File: config.mk
export PLATFORM = sky130hd
export DESIGN_NAME = parking_fee_biller_flat
export DESIGN_NICKNAME = d
export VERILOG_FILES = /design/src/rtl/parking_fee_biller_pkg.sv /design/src/rtl/parking_fee_biller_if.sv /design/src/rtl/parking_fee_biller_fee_accumulator.sv /design/src/rtl/parking_fee_biller.sv /design/src/flat_wrapper.sv
export SDC_FILE = /design/constraint.sdc
export NUM_CORES = 1
export LEC_CHECK = 0
export CORE_ASPECT_RATIO = 0.9
export CORE_MARGIN = 1
export CORE_UTILIZATION = 50
export CTS_CLUSTER_SIZE = 25
export DETAILED_ROUTE_END_ITERATION = 10
export DONT_BUFFER_PORTS = 1
export GPL_ROUTABILITY_DRIVEN = 0
export PLACE_DENSITY = 0.74
export SETUP_SLACK_MARGIN = 0.05
export SYNTH_ARGS = -nofsm -noshare
export SYNTH_HDL_FRONTEND = slang
export SYNTH_SLANG_ARGS = --single-unit
File: constraint.sdc
create_clock -name clk -period 5.1 [get_ports clk]
set_input_delay 0.765 -clock clk [delete_from_list [all_inputs] [get_ports clk]]
set_output_delay 0.765 -clock clk [all_outputs]
set_load 0.03 [all_outputs]
File: src/rtl/parking_fee_biller_pkg.sv
// Shared types and default widths for the parking session biller.
// FSM encoding and the default timer/fee widths.
package parking_fee_biller_pkg;

  typedef enum logic [1:0] {
    S_IDLE = 2'd0,
    S_RUN  = 2'd1,
    S_CALC = 2'd2,
    S_DONE = 2'd3
  } state_e;

  localparam int TIME_W_DEF = 12;
  localparam int FEE_W_DEF  = 16;

endpackage : parking_fee_biller_pkg

File: src/rtl/parking_fee_biller_if.sv
// Fee delivery handshake between the biller and the gate/display logic.
// fee is held stable while fee_valid is high until fee_ready is seen.
interface parking_fee_biller_if #(
  parameter int FEE_W = 16
) ();

  logic [FEE_W-1:0] fee;
  logic             fee_valid;
  logic             fee_ready;

  modport master (
    output fee,
    output fee_valid,
    input  fee_ready
  );

  modport slave (
    input  fee,
    input  fee_valid,
    output fee_ready
  );

endinterface : parking_fee_biller_if

File: src/rtl/parking_fee_biller_fee_accumulator.sv
// Iterative fee accumulator: one RATE increment per step, stopping when the
// billable count runs out or the daily cap is reached.
module parking_fee_biller_fee_accumulator #(
  parameter int TIME_W    = 12,
  parameter int FEE_W     = 16,
  parameter int RATE      = 5,
  parameter int DAILY_CAP = 60
) (
  input  logic              clk,
  input  logic              rst,
  input  logic              load_i,
  input  logic [TIME_W-1:0] load_cnt_i,
  input  logic              step_i,
  output logic              done_o,
  output logic [FEE_W-1:0]  fee_o
);

  localparam int ACC_W = FEE_W + 1;
  localparam logic [ACC_W-1:0] ACC_MAX = {1'b0, {FEE_W{1'b1}}};
  localparam logic [ACC_W-1:0] CAP_A   = ACC_W'(DAILY_CAP);

  logic [ACC_W-1:0]  acc_q, acc_d;
  logic [TIME_W-1:0] cnt_q, cnt_d;

  // Add one RATE, clamping at the largest value the fee port can carry.
  function automatic logic [ACC_W-1:0] sat_add(input logic [ACC_W-1:0] a);
    logic [ACC_W:0] s;
    s = {1'b0, a} + (ACC_W + 1)'(RATE);
    if (s > {1'b0, ACC_MAX}) begin
      return ACC_MAX;
    end
    return s[ACC_W-1:0];
  endfunction

  function automatic logic [FEE_W-1:0] cap_fee(input logic [ACC_W-1:0] a);
    if (a >= CAP_A) begin
      return CAP_A[FEE_W-1:0];
    end
    return a[FEE_W-1:0];
  endfunction

  assign done_o = (cnt_q == '0) || (acc_q >= CAP_A);
  assign fee_o  = cap_fee(acc_q);

  always_comb begin
    acc_d = acc_q;
    cnt_d = cnt_q;
    if (load_i) begin
      acc_d = '0;
      cnt_d = load_cnt_i;
    end else if (step_i && !done_o) begin
      acc_d = sat_add(acc_q);
      cnt_d = cnt_q - 1'b1;
    end
  end

  always_ff @(posedge clk) begin
    if (rst) begin
      acc_q <= '0;
      cnt_q <= '0;
    end else begin
      acc_q <= acc_d;
      cnt_q <= cnt_d;
    end
  end

endmodule : parking_fee_biller_fee_accumulator

File: src/rtl/parking_fee_biller.sv
// Parking session controller: runs the timer for one car, captures the elapsed
// count on exit, computes the fee iteratively and hands it off on valid/ready.
module parking_fee_biller
  import parking_fee_biller_pkg::*;
#(
  parameter int TIME_W     = TIME_W_DEF,
  parameter int FEE_W      = FEE_W_DEF,
  parameter int FREE_UNITS = 1,
  parameter int RATE       = 5,
  parameter int DAILY_CAP  = 60
) (
  input  logic                 clk,
  input  logic                 rst,
  input  logic                 entry,
  input  logic                 exit_req,
  input  logic [TIME_W-1:0]    timer_time,
  output logic                 timer_start,
  output logic                 busy,
  output logic                 err_no_entry,
  parking_fee_biller_if.master fee_bus
);

  localparam logic [TIME_W-1:0] FREE_T = TIME_W'(FREE_UNITS);

  state_e            state_q, state_d;
  logic              timer_start_q, timer_start_d;
  logic [FEE_W-1:0]  fee_q, fee_d;
  logic              fee_valid_q, fee_valid_d;
  logic              err_q, err_d;
  logic [TIME_W-1:0] t_cap_q, t_cap_d;

  logic              acc_load, acc_step, acc_done;
  logic [TIME_W-1:0] load_cnt;
  logic [FEE_W-1:0]  acc_fee;

  // A timer that wrapped to a small value simply bills fewer (possibly zero) units.
  assign load_cnt = (timer_time > FREE_T) ? (timer_time - FREE_T) : '0;

  parking_fee_biller_fee_accumulator #(
    .TIME_W    (TIME_W),
    .FEE_W     (FEE_W),
    .RATE      (RATE),
    .DAILY_CAP (DAILY_CAP)
  ) u_acc (
    .clk        (clk),
    .rst        (rst),
    .load_i     (acc_load),
    .load_cnt_i (load_cnt),
    .step_i     (acc_step),
    .done_o     (acc_done),
    .fee_o      (acc_fee)
  );

  always_comb begin
    state_d       = state_q;
    timer_start_d = timer_start_q;
    fee_d         = fee_q;
    fee_valid_d   = fee_valid_q;
    err_d         = 1'b0;
    t_cap_d       = t_cap_q;
    acc_load      = 1'b0;
    acc_step      = 1'b0;
    case (state_q)
      S_IDLE: begin
        if (entry) begin
          timer_start_d = 1'b1;
          state_d       = S_RUN;
        end else if (exit_req) begin
          err_d = 1'b1;
        end
      end
      S_RUN: begin
        if (exit_req) begin
          t_cap_d       = timer_time;
          timer_start_d = 1'b0;
          acc_load      = 1'b1;
          state_d       = S_CALC;
        end
      end
      S_CALC: begin
        if (acc_done) begin
          fee_d       = acc_fee;
          fee_valid_d = 1'b1;
          state_d     = S_DONE;
        end else begin
          acc_step = 1'b1;
        end
      end
      S_DONE: begin
        if (fee_valid_q && fee_bus.fee_ready) begin
          fee_valid_d = 1'b0;
          state_d     = S_IDLE;
        end
      end
      default: begin
        state_d = S_IDLE;
      end
    endcase
  end

  always_ff @(posedge clk) begin
    if (rst) begin
      state_q       <= S_IDLE;
      timer_start_q <= 1'b0;
      fee_q         <= '0;
      fee_valid_q   <= 1'b0;
      err_q         <= 1'b0;
      t_cap_q       <= '0;
    end else begin
      state_q       <= state_d;
      timer_start_q <= timer_start_d;
      fee_q         <= fee_d;
      fee_valid_q   <= fee_valid_d;
      err_q         <= err_d;
      t_cap_q       <= t_cap_d;
    end
  end

  assign timer_start       = timer_start_q;
  assign busy              = (state_q != S_IDLE);
  assign err_no_entry      = err_q;
  assign fee_bus.fee       = fee_q;
  assign fee_bus.fee_valid = fee_valid_q;

endmodule : parking_fee_biller

File: src/flat_wrapper.sv
// flat-port wrapper written by rule: the top's interface ports become plain ports
module parking_fee_biller_flat import parking_fee_biller_pkg::*;
#(
  parameter int TIME_W     = TIME_W_DEF,
  parameter int FEE_W      = FEE_W_DEF,
  parameter int FREE_UNITS = 1,
  parameter int RATE       = 5,
  parameter int DAILY_CAP  = 60
)
  (clk, rst, entry, exit_req, timer_time, timer_start, busy, err_no_entry, fee_bus_fee, fee_bus_fee_valid, fee_bus_fee_ready);
  parking_fee_biller_if #(.FEE_W(FEE_W)) fee_bus_i ();
  input  logic clk;
  input  logic rst;
  input  logic entry;
  input  logic exit_req;
  input  logic [TIME_W-1:0] timer_time;
  output logic timer_start;
  output logic busy;
  output logic err_no_entry;
  output wire logic [$bits(fee_bus_i.fee)-1:0] fee_bus_fee;
  output wire logic [$bits(fee_bus_i.fee_valid)-1:0] fee_bus_fee_valid;
  input wire logic [$bits(fee_bus_i.fee_ready)-1:0] fee_bus_fee_ready;
  assign fee_bus_fee = fee_bus_i.fee;
  assign fee_bus_fee_valid = fee_bus_i.fee_valid;
  assign fee_bus_i.fee_ready = fee_bus_fee_ready;
  parking_fee_biller #(.TIME_W(TIME_W), .FEE_W(FEE_W), .FREE_UNITS(FREE_UNITS), .RATE(RATE), .DAILY_CAP(DAILY_CAP)) u_core (.clk(clk), .rst(rst), .entry(entry), .exit_req(exit_req), .timer_time(timer_time), .timer_start(timer_start), .busy(busy), .err_no_entry(err_no_entry), .fee_bus(fee_bus_i));
endmodule
======== Word-level counts from Yosys, hierarchy flattened ========
Index checks and enable logic that the tools add are counted.
word-level totals
  register bits ........................... 50
  input bits .............................. 17
  output and inout bits ................... 20
  logic and storage cells ................. 63
operators by class
  add/subtract/negate cells ............... 3
  magnitude comparators ................... 3
  equal/unequal tests ..................... 7
  multiplexer cells ....................... 26
  bitwise gates (word level) .............. 1
  reduce and logical (&&, ||, !) cells .... 16
operators by type and width
  cell                                                                 number
  2-to-1 mux 12 bit                                                    3
  2-to-1 mux 17 bit                                                    2
  2-to-1 mux 16 bit                                                    2
  subtractor 12 x 1 -> 12 bit (second input constant)                  2
  adder 17 x 3 -> 18 bit (second input constant)                       1
  greater-than comparator 18 x 16 -> 1 bit (second input constant)     1
  greater-or-equal comparator 17 x 6 -> 1 bit (second input constant)  1
  greater-than comparator 12 x 1 -> 1 bit (second input constant)      1
  zero test 12 bit                                                     1
  2-to-1 mux 1 bit                                                     12
  2-to-1 mux 2 bit                                                     4
  one-hot mux 2 bit (4 select lines)                                   1
  nonzero test 2 bit                                                   4
  != test 2 bit (second input constant)                                3
  AND reduction 3 bit                                                  2
  == test 2 bit (second input constant)                                2
  one-hot mux 1 bit (2 select lines)                                   2
  AND reduction 4 bit                                                  1
  OR reduction 3 bit                                                   1
  == test 2 x 1 -> 1 bit (second input constant)                       1
  logical AND 1 bit                                                    2
  zero test 2 bit                                                      1
  != test 2 x 1 -> 1 bit (second input constant)                       1
  AND reduction 2 bit                                                  1
  4 further kinds                                                      4

======== Depth between registers and ports, before layout ========
Gate-level depths: netlist (run 1).
  depth in word-level cells ............... 8
  depth in mapped cells ................... 9
  mapped depth without buffers ............ 7

======== Hierarchy ========
A second synthesis (run 1) with hierarchy kept.
unflattened totals
  cell total of the unflattened synthesis .. 327
  area total of the unflattened synthesis .. 2740.1 um^2
modules (own cells, without submodules)
  module                              instances  cells each  area each (um^2)  sequential area each (um^2)
  parking_fee_biller_fee_accumulator  1          174         1557.7            580.6
  parking_fee_biller                  1          153         1182.4            420.4

======== Least setup slack after synthesis (run 1) ========
Ideal clock, no wire load.
  path type ............................... input -> register
  from .................................... in timer_time[4]
  to ...................................... reg u_core.u_acc.cnt_q[7]
  setup time .............................. 0.119 ns
  arrival ................................. 2.155 ns
  data required time ...................... 4.981 ns
  setup slack ............................. 2.826 ns
  stages .................................. 5
  buffers on the path ..................... 0
  cells stage by stage .................... or4_1 > o311ai_0 > o31ai_1 > o21a_1 > o221a_2
between the ends
  longest elaborated chain between the ends .. 3
  elaborated cells between the ends (all ways) .. 4
  classes of those cells .................. 1 x add/sub; 1 x order compare; 2 x mux
ends and longest elaborated chain
  what                                                                                    line                                      text
  from (decl)                                                                             flat_wrapper.sv:16                        input logic [TIME_W-1:0] timer_time;
  subtractor 12 x 1 -> 12 bit or greater-than comparator 12 x 1 -> 1 bit (tied branches)  parking_fee_biller.sv:37                  assign load_cnt = (timer_time > FREE_T) ? (timer_time - FREE_T) : '0;
  2-to-1 mux 12 bit *                                                                     parking_fee_biller.sv:37
  2-to-1 mux 12 bit *                                                                     parking_fee_biller_fee_accumulator.sv:48  if (load_i) begin
  to (signal assigned)                                                                    parking_fee_biller_fee_accumulator.sv:63  cnt_q <= cnt_d;
  to (decl)                                                                               parking_fee_biller_fee_accumulator.sv:23  logic [TIME_W-1:0] cnt_q, cnt_d;
Every way passes the cells marked *; elsewhere a longest branch is shown, timed or not.
A chain may end at the register's enable or synchronous reset.

======== Final worst setup path (run 1) ========
  from .................................... reg u_core.u_acc.cnt_q[0]
  to ...................................... reg u_core.fee_q[12] (netlist: u_core.fee_bus.fee[12])
between the ends
  longest elaborated chain between the ends .. 3
ends and longest elaborated chain
  what                                  line                                      text
  zero test 12 bit                      parking_fee_biller_fee_accumulator.sv:42  assign done_o = (cnt_q == '0) || (acc_q >= CAP_A);
  logical OR 1 bit                      parking_fee_biller_fee_accumulator.sv:42
  AND reduction 2 bit (no source line)  --
  to (signal assigned)                  parking_fee_biller.sv:105                 fee_q <= '0;
  to (signal assigned)                  parking_fee_biller.sv:112                 fee_q <= fee_d;
  to (decl)                             parking_fee_biller.sv:27                  logic [FEE_W-1:0] fee_q, fee_d;
No other way between the ends.

==> impl_metrics.toml, run 1 <==
[route]
firstDrtPassIters = 4
postRouteAntennaNets = 0
drc_errors = 0
via_per_inst = 5.71
via_count = 2003
drt-initial-drc-count = 136
wl_per_cell_um = 14.3
postRouteWirelength_mm = 5.04

[setup_path]
worst-path-max-fanout = 14
required_ps = 5310
path_class = "reg -> reg"
critical_path_buf_inv_count = 1
cp_cell_sequence = "inv_1 -> ha_1 -> nor3b_2 -> and4b_1 -> o31a_1 -> nor2_1 -> and2_1"
reg2reg_from = "u_core.u_acc.cnt_q[0]$_SDFFE_PP0P_"
crit_path_end_kind = "flip-flop"
path_delay_family = "simple AND/OR/NAND/NOR gates"
cpPeakStageDelay_ps = 490
crit_path_start = "u_core.u_acc.cnt_q[0]$_SDFFE_PP0P_"
cp-start-kind = "flip-flop"
cp_slowest_cell = "and4b_1"
cp.arrival_ps = 2740

[synth]
yosys.cell_types.count = 56
synth_top_area_share = 0.394
ys_warn_count = 0
seq_area_frac_synth = 0.394
synth_ff_type = "dfxtp_1"
yosys_register_bits = 50
post-synth-top-area-cell = "dfxtp_1"
avgSynthCellArea_um2 = 8.83
synth_edf_count = 0
netlist_area_mm2 = 0.00254
syn-num-nets = 315
yosys-top-cells-area = "dfxtp_1 39%, ha_1 4.9%, nor2_1 4.6%"
synthArstFlopShare = 0
synth_cells = 288

[timing]
rsz0062_at_grt = "false"
slew-limit-headroom = 0.419
slew_violations = 0
setup-violations-final = 0
period_minus_slack_ps = 2520
tightest_slew_ps = 864
finalSetupTns_ps = 0
holdWs_ps = 494
skew_ps = 5.10
finalHoldViolCount = 0
fmax_mhz = 396
timing.final.crit_share = 0.495

[global_route]
grt_overflow = 0
grt_use_total = 0.197
antenna_found_initial = 0
grt_pass1_wl_mm = 8.54
grt_max_degree = 25
first_global_vias = 1947

[worst_hold_path]
min-delay-start = "u_core.u_acc.acc_q[16]$_SDFFE_PP0P_"
hold_path_class = "reg -> reg"

[cells_and_area]
design_area_mm2 = 0.00267
n_antenna_cell = 0
final_cells = 351
filler_cell_count = 462
multi_input_area_mm2 = 0.00144
syn2layout_area_growth_pct = 5.07
regArea_mm2 = 0.00100
drive_above_1_share = 0.0839
layout.nets = 312

[clock_tree]
tritoncts = "done"
cts_resized = 0
cts_max_path_buffers = 2
cts_sinks = 50
clk_pin_slew_ps = 100
clk_latency_ps = 310
hold_buffers = 0
cts_setup_buffers = 0
cts_root_buffer = "clkbuf_8"
htree_levels = 2
cts-buffers-inserted = 5

[power]
combPwrFrac = 0.464
clockPowerShare = 0.158
netSwitchingFraction = 0.441
worst_ir_drop_vdd_v = 0.000268
p_sw_w = 0.000670
power_w = 0.00152
p_int_w = 0.000848
p_leak_nw = 1.01
power_density_mw_per_mm2 = 568
power_frac_seq = 0.378

[place]
post-place-cells = 343
dp_hpwl_mm = 3.57
dpl_cell_area_mm2 = 0.00258
port_buffers = 0

[floorplan]
core-area_mm2 = 0.00486
initial_utilization = 0.523
fp-row-count = 24
die_y_um = 69.7
die_area_mm2 = 0.00537
die_w_um = 77.2
boundaryPins = 37

[run_status]
outcome = "complete, no violations"

[flow_run]
maxCapViolations = 0
[metrics by stage]
step                      worst slack, ps  utilization
after floorplan                      2830            -
after global placement               2670        0.530
after detailed placement             2610        0.530
after CTS                            2590        0.549
after global routing                 2390        0.549
final                                2580        0.549
[path summary, 6_finish.rpt]
path / to / slack (ps) / cells past startpoint
setup reg to reg: u_core.fee_bus.fee[12]$_SDFFE_PP0P_ / 2580 / 7
hold / removal: u_core.u_acc.acc_q[16]$_SDFFE_PP0P_ / 490 / 2
hold reg to reg: u_core.u_acc.acc_q[16]$_SDFFE_PP0P_ / 490 / 2
setup / recovery: u_core.fee_bus.fee[12]$_SDFFE_PP0P_ / 2580 / 7
[power by group through the flow]
stage,Sequential (W),Combinational (W),Clock (W)
after global routing,0.000582,0.000783,0.000256
after CTS,0.000572,0.000702,0.000245
final,0.000574,0.000705,0.000240
after detailed placement,0.000580,0.000698,0
after floorplan,0.000562,0.000609,0
after global placement,0.000577,0.000684,0
[flip-flops by register name, indices dropped and copies added (netlist names)]
signal,flops
u_core.state_q,2
u_core.timer_start,1
u_core.fee_bus.fee,16
u_core.u_acc.acc_q,17
u_core.err_no_entry,1
u_core.u_acc.cnt_q,12
u_core.fee_bus.fee_valid,1
[kinds of logic after synthesis]
family,Yosys count,synth area share
mux,3,0.0123
simple gates,125,0.285
buf+inv,25,0.0404
compound gates,65,0.185
flops,50,0.394
xor+xnor,10,0.0345
fa+ha+maj,10,0.0492
[synth_stat cells (4+ instances only)]
library cell / number
dfxtp_1: 50
nor2_1: 31
a21oi_1: 16
nand2_1: 16
and2_1: 15
inv_1: 15
nor4_1: 11
and3_1: 10
ha_1: 10
nand3_1: 9
a211oi_1: 8
o21ai_0: 8
clkbuf_1: 7
xnor2_1: 7
nor3_1: 5
nand2b_1: 4
nand4_1: 4
[area by class of cell]
class | instances | area share
clock inverter | 3 | 0.00937
tap | 65 | 0.0304
inverter | 15 | 0.0211
multi-input combinational | 213 | 0.539
clock buffer | 5 | 0.0258
sequential | 50 | 0.375
[metal layers]
metal  routed length [µm]  global-route usage  part of all wire  vias up
met5                    0                   0                 0        -
met4                   64              0.0692             0.013        0
met3                  182              0.0395             0.036        8
met2                 2180               0.307              0.43       29
met1                 2600               0.270              0.52      925
li1                     -                   -                 -     1041
[tightest hold or removal path: cells and delay by family, from the launching register on]
| kind | cells | cell delay, ps |
|---|---|---|
| buffers and inverters | 1 | 70 |
| DFF | 1 | 340 |
| and+or+nand+nor | 1 | 40 |
[cells in the final DEF, fill, tap and decap left out, types with 3 or more instances in the layout]
cell,instances
and2_1,15
nand2_1,16
clkbuf_8,5
and4b_1,3
nor2b_1,3
nand3_1,9
nor4_1,11
and3_1,10
o21a_1,3
nand4_1,4
xnor2_1,7
o211ai_1,3
ha_1,10
nor2_1,31
a211oi_1,8
a21oi_1,16
nor3_1,5
inv_1,15
dfxtp_1,50
o21ai_0,8
nand2b_1,4
o221a_2,3
xor2_1,3
No activity file was read; power rests on OpenSTA's default activity.
==> run 2, diff against run 1 <==
PLACE_DENSITY = 0.77   (was 0.74)
clock period = 2.2 ns   (was 5.1 ns; I/O delays follow)
==> run 2 against run 1 <==
Effect of this change: routed wire length grew 8.8%; register-to-register slack got worse by 2400 ps; worst setup slack worse by 2400 ps; sequential share of layout area shrank 1.7 points; critical path depth stayed put; hold slack got worse by 410 ps; global-route usage grew 0.99 points; sequential power increased by 130%; non-clock buffer count grew 14; critical endpoint is now u_core.u_acc.acc_q[5]$_SDFFE_PP0P_; maximum frequency grew 22%.
==> impl_metrics.toml, run 2 (synthesis results as in run 1) <==
[run_status]
outcome = "complete, no violations"

[clock_tree]
tritoncts = "done"
cts_sinks = 50
htree_levels = 2
cts_max_path_buffers = 2
clk_latency_ps = 300
cts-buffers-inserted = 5
clk_pin_slew_ps = 90
cts_root_buffer = "clkbuf_8"

[cells_and_area]
drive_above_1_share = 0.147
largest_register_ffs = 17
layout.nets = 326
final_cell_mix = "48 x dfxtp_1, 30 x nor2_1, 16 x nand2_1"
finish.utilization = 0.577
final_common_cell = "dfxtp_1"
syn2layout_area_growth_pct = 10.5
filler_cell_count = 421
largest-register = "u_core.u_acc.acc_q"
n_antenna_cell = 0
design_area_mm2 = 0.00281

[timing]
slew-limit-headroom = 0.607
timing.final.crit_share = 0.938
finalHoldViolCount = 0
finalSetupTns_ps = 0
rsz0062_at_grt = "false"
slew_violations = 0
setup_ws_ps = 137
skew_ps = 4.94
tightest_slew_ps = 589
setup-violations-final = 0
period_minus_slack_ps = 2060
fmax_mhz = 485

[route]
via_per_inst = 5.79
postRouteAntennaNets = 0
firstDrtPassIters = 4
via_count = 2115
drc_errors = 0
drt-initial-drc-count = 162
wl_per_cell_um = 15.0
postRouteWirelength_mm = 5.48

[setup_path]
reg2reg_slack_ps = 140
worst-path-max-fanout = 7
cp.arrival_ps = 2300
cp-start-kind = "flip-flop"
worst-r2r-cell-count = 7
crit_path_end_kind = "flip-flop"
required_ps = 2440
path_class = "reg -> reg"

[floorplan]
initial_utilization = 0.523
boundaryPins = 37
fp-row-count = 24
die_y_um = 69.7
core-area_mm2 = 0.00486
die_area_mm2 = 0.00537
die_w_um = 77.2

[global_route]
grt_overflow = 0
grt_pass1_wl_mm = 8.87
grt_max_degree = 22
antenna_found_initial = 0
grt_use_total = 0.207
first_global_vias = 1952

[power]
power_density_mw_per_mm2 = 1390
p_leak_nw = 1.09
worst_ir_drop_vdd_v = 0.000679

[worst_hold_path]
hold_path_class = "in -> reg"
hold_depth = 1

[place]
dp_hpwl_mm = 3.86
dp_slack_ps = 76.5
port_buffers = 0
dpl_cell_area_mm2 = 0.00267

[flow_run]
maxCapViolations = 0
## run 2: final timing paths
kind                                                          start                                  end
worst max-delay path             u_core.u_acc.cnt_q[0]$_SDFFE_PP0P_   u_core.u_acc.acc_q[5]$_SDFFE_PP0P_
worst min-delay path                                            rst   u_core.fee_bus.fee[0]$_SDFFE_PP0P_
worst max register to register   u_core.u_acc.cnt_q[0]$_SDFFE_PP0P_   u_core.u_acc.acc_q[5]$_SDFFE_PP0P_
worst min register to register  u_core.u_acc.acc_q[14]$_SDFFE_PP0P_  u_core.u_acc.acc_q[14]$_SDFFE_PP0P_
## run 2: through the flow
step	hold WS, ps	instances	power, W
floorplan	407	288	0.00271
global placement	402	355	0.00316
detailed placement	404	355	0.00319
CTS	75.4	363	0.00384
global route	75.0	365	0.00416
finish	85.3	365	0.00390
## run 2: worst max-delay path, stage by stage, from the launching register on
cell and delay [ps]:
dfxtp_2 340, inv_1 60, ha_1 220, nor3b_2 160, and4b_2 260, or3_4 390
or4_4 440, a21oi_2 140
## run 2: layout make-up
class	count	area (µm²)	share of cell area
clock inverters	3	43.8	0.0156
well taps	65	81.3	0.0290
inverters	15	56.3	0.0200
flip-flops and latches	50	1000	0.357
multi-input cells	213	1450	0.516
repair buffers	14	105	0.0374
clock buffers	5	68.8	0.0245
## run 2: per-layer routing
metal,part of all wire,GRT usage
met1,0.48,0.297
met4,0.010,0.0713
met5,0,0
met3,0.056,0.0395
met2,0.45,0.310
## run 2: power breakdown
group | switching, W | leakage, nW | total (W) | internal, W
Combinational | 0.00104 | 0.625 | 0.00192 | 0.000877
Clock | 0.000307 | 0.0585 | 0.000648 | 0.000341
Sequential | 0.000254 | 0.406 | 0.00133 | 0.00108
## run 2: repair_timing
item                       CTS  global route
hold buffers                 0             0
resized for setup            0             6
buffers inserted             0             2
setup endpoints to repair    0            18
==> run 3, diff against run 2 <==
CORE_ASPECT_RATIO = 0.6   (was 0.9)
==> run 3 against run 2 <==
Effect of this change: final area fell by 0.49%; critical path type unchanged; critical path depth unchanged; final cell count increased by 0.27%; via count is 2.7% higher; total power fell by 2.2%.
==> impl_metrics.toml, run 3 (synthesis results as in run 1) <==
[worst_hold_path]
hold_depth = 1
hold_path_class = "in -> reg"
min-delay-start = "rst"
min_to = "u_core.fee_bus.fee[0]$_SDFFE_PP0P_"

[run_status]
outcome = "complete, no violations"

[floorplan]
die_w_um = 94.1
boundaryPins = 37
fp-row-count = 19
die_area_mm2 = 0.00538
core-area_mm2 = 0.00473
die_y_um = 57.2
initial_utilization = 0.537

[timing]
finalSetupTns_ps = 0
rsz0062_at_grt = "true"
period_minus_slack_ps = 2090
fmax_mhz = 478
setup-violations-final = 0
slew_violations = 0
timing.final.crit_share = 0.950
slew-limit-headroom = 0.638
tightest_slew_ps = 543
finalHoldViolCount = 0
skew_ps = 5.21

[global_route]
grt_use_total = 0.234
first_global_vias = 2042
antenna_found_initial = 0
grt_overflow = 0
grt_max_degree = 22
grt_pass1_wl_mm = 9.81

[setup_path]
cp-start-kind = "flip-flop"
reg2reg_slack_ps = 110
crit_path_end_kind = "flip-flop"
path_class = "reg -> reg"
critical_path_buf_inv_count = 1
cpPeakStageDelay_ps = 430
worst-r2r-cell-count = 7
worst-path-max-fanout = 8
reg2reg_from = "u_core.u_acc.cnt_q[0]$_SDFFE_PP0P_"
path_delay_family = "simple AND/OR/NAND/NOR gates"
cp_slowest_cell = "or4_1"
required_ps = 2430
r2r_end = "u_core.u_acc.acc_q[5]$_SDFFE_PP0P_"
cp.arrival_ps = 2320
cp_cell_sequence = "inv_1 -> ha_1 -> nor3b_2 -> and4b_1 -> or3_4 -> or4_1 -> a21oi_2"

[clock_tree]
tritoncts = "done"
cts_sinks = 50
hold_buffers = 0
cts_root_buffer = "clkbuf_8"
cts_max_path_buffers = 2
cts-buffers-inserted = 5
cts_resized = 0
cts_setup_buffers = 0
htree_levels = 2
clk_pin_slew_ps = 90
clk_latency_ps = 300

[route]
wl_per_cell_um = 16.1
postRouteAntennaNets = 0
drt-initial-drc-count = 132
firstDrtPassIters = 4
drc_errors = 0
postRouteWirelength_mm = 5.89
via_per_inst = 5.94
via_count = 2173

[place]
dp_hpwl_mm = 4.43
post-place-cells = 359
port_buffers = 0

[power]
power_frac_seq = 0.351
p_int_w = 0.00218
p_leak_nw = 1.09
p_sw_w = 0.00163
worst_ir_drop_vdd_v = 0.000511
clockPowerShare = 0.134
power_density_mw_per_mm2 = 1370
power_w = 0.00382
combPwrFrac = 0.515
netSwitchingFraction = 0.428

[cells_and_area]
largest_register_ffs = 17
largest-register = "u_core.u_acc.acc_q"
layout.nets = 330
n_antenna_cell = 0
final_common_cell = "dfxtp_1"
drive_above_1_share = 0.139
final_cell_mix = "49 x dfxtp_1, 31 x nor2_1, 18 x buf_4, 16 x nand2_1"
final_cells = 366
syn2layout_area_growth_pct = 9.94

[flow_run]
maxCapViolations = 0
## run 3: changes by cell type in the layout (fill, tap and decap cells not counted), sizes merged
cell,before,now
clkinvlp,0,1
buf,14,18
inv,16,15
clkbuf,5,6
clkinv,1,0
bufinv,1,0
## run 3: how the worst max path moves through the flow
stage,start,to,depth (start not counted)
finish,u_core.u_acc.cnt_q[0]$_SDFFE_PP0P_,u_core.u_acc.acc_q[5]$_SDFFE_PP0P_,7
global route,u_core.u_acc.cnt_q[0]$_SDFFE_PP0P_,u_core.u_acc.acc_q[5]$_SDFFE_PP0P_,7
CTS,u_core.u_acc.cnt_q[0]$_SDFFE_PP0P_,u_core.u_acc.cnt_q[2]$_SDFFE_PP0P_,8
detailed placement,u_core.u_acc.cnt_q[0]$_SDFFE_PP0P_,u_core.u_acc.cnt_q[8]$_SDFFE_PP0P_,9
global placement,u_core.u_acc.cnt_q[0]$_SDFFE_PP0P_,u_core.u_acc.acc_q[5]$_SDFFE_PP0P_,7
floorplan,u_core.u_acc.cnt_q[0]$_SDFFE_PP0P_,u_core.u_acc.acc_q[5]$_SDFFE_PP0P_,8
## run 3: metrics by stage
step	setup WS, ps	cell area, µm²	utilization	hold slack (ps)
finish	110	2800	0.591	92.2
global route	32.0	2800	0.591	72.8
CTS	134	2790	0.590	80.8
detailed placement	169	2710	0.573	404
global placement	229	2710	0.573	402
floorplan	172	2540	-	407
## run 3: routing by layer
| metal | wire length, µm | GRT usage | up-vias | part of all wire |
|---|---|---|---|---|
| met3 | 415 | 0.0600 | 3 | 0.071 |
| met2 | 2420 | 0.331 | 65 | 0.41 |
| met1 | 3030 | 0.357 | 1033 | 0.51 |
| li1 | - | - | 1072 | - |
| met4 | 21 | 0.0484 | 0 | 0.0036 |
| met5 | 0 | 0 | - | 0 |
## run 3: cell type report
cell class              count  area, µm²
clock inverters             1       7.51
well taps                  63       78.8
inverters                  15       56.3
multi-input cells         213       1440
repair buffers             18        135
flip-flops and latches     50       1000
fillers                   438       1940
clock buffers               6       72.6
## run 3: power by group through the flow
stage,combinational [W],sequential [W],clock [W]
floorplan,0.00141,0.00130,0
global placement,0.00189,0.00134,0
detailed placement,0.00193,0.00135,0
CTS,0.00194,0.00133,0.000526
global route,0.00217,0.00136,0.000558
finish,0.00197,0.00134,0.000510
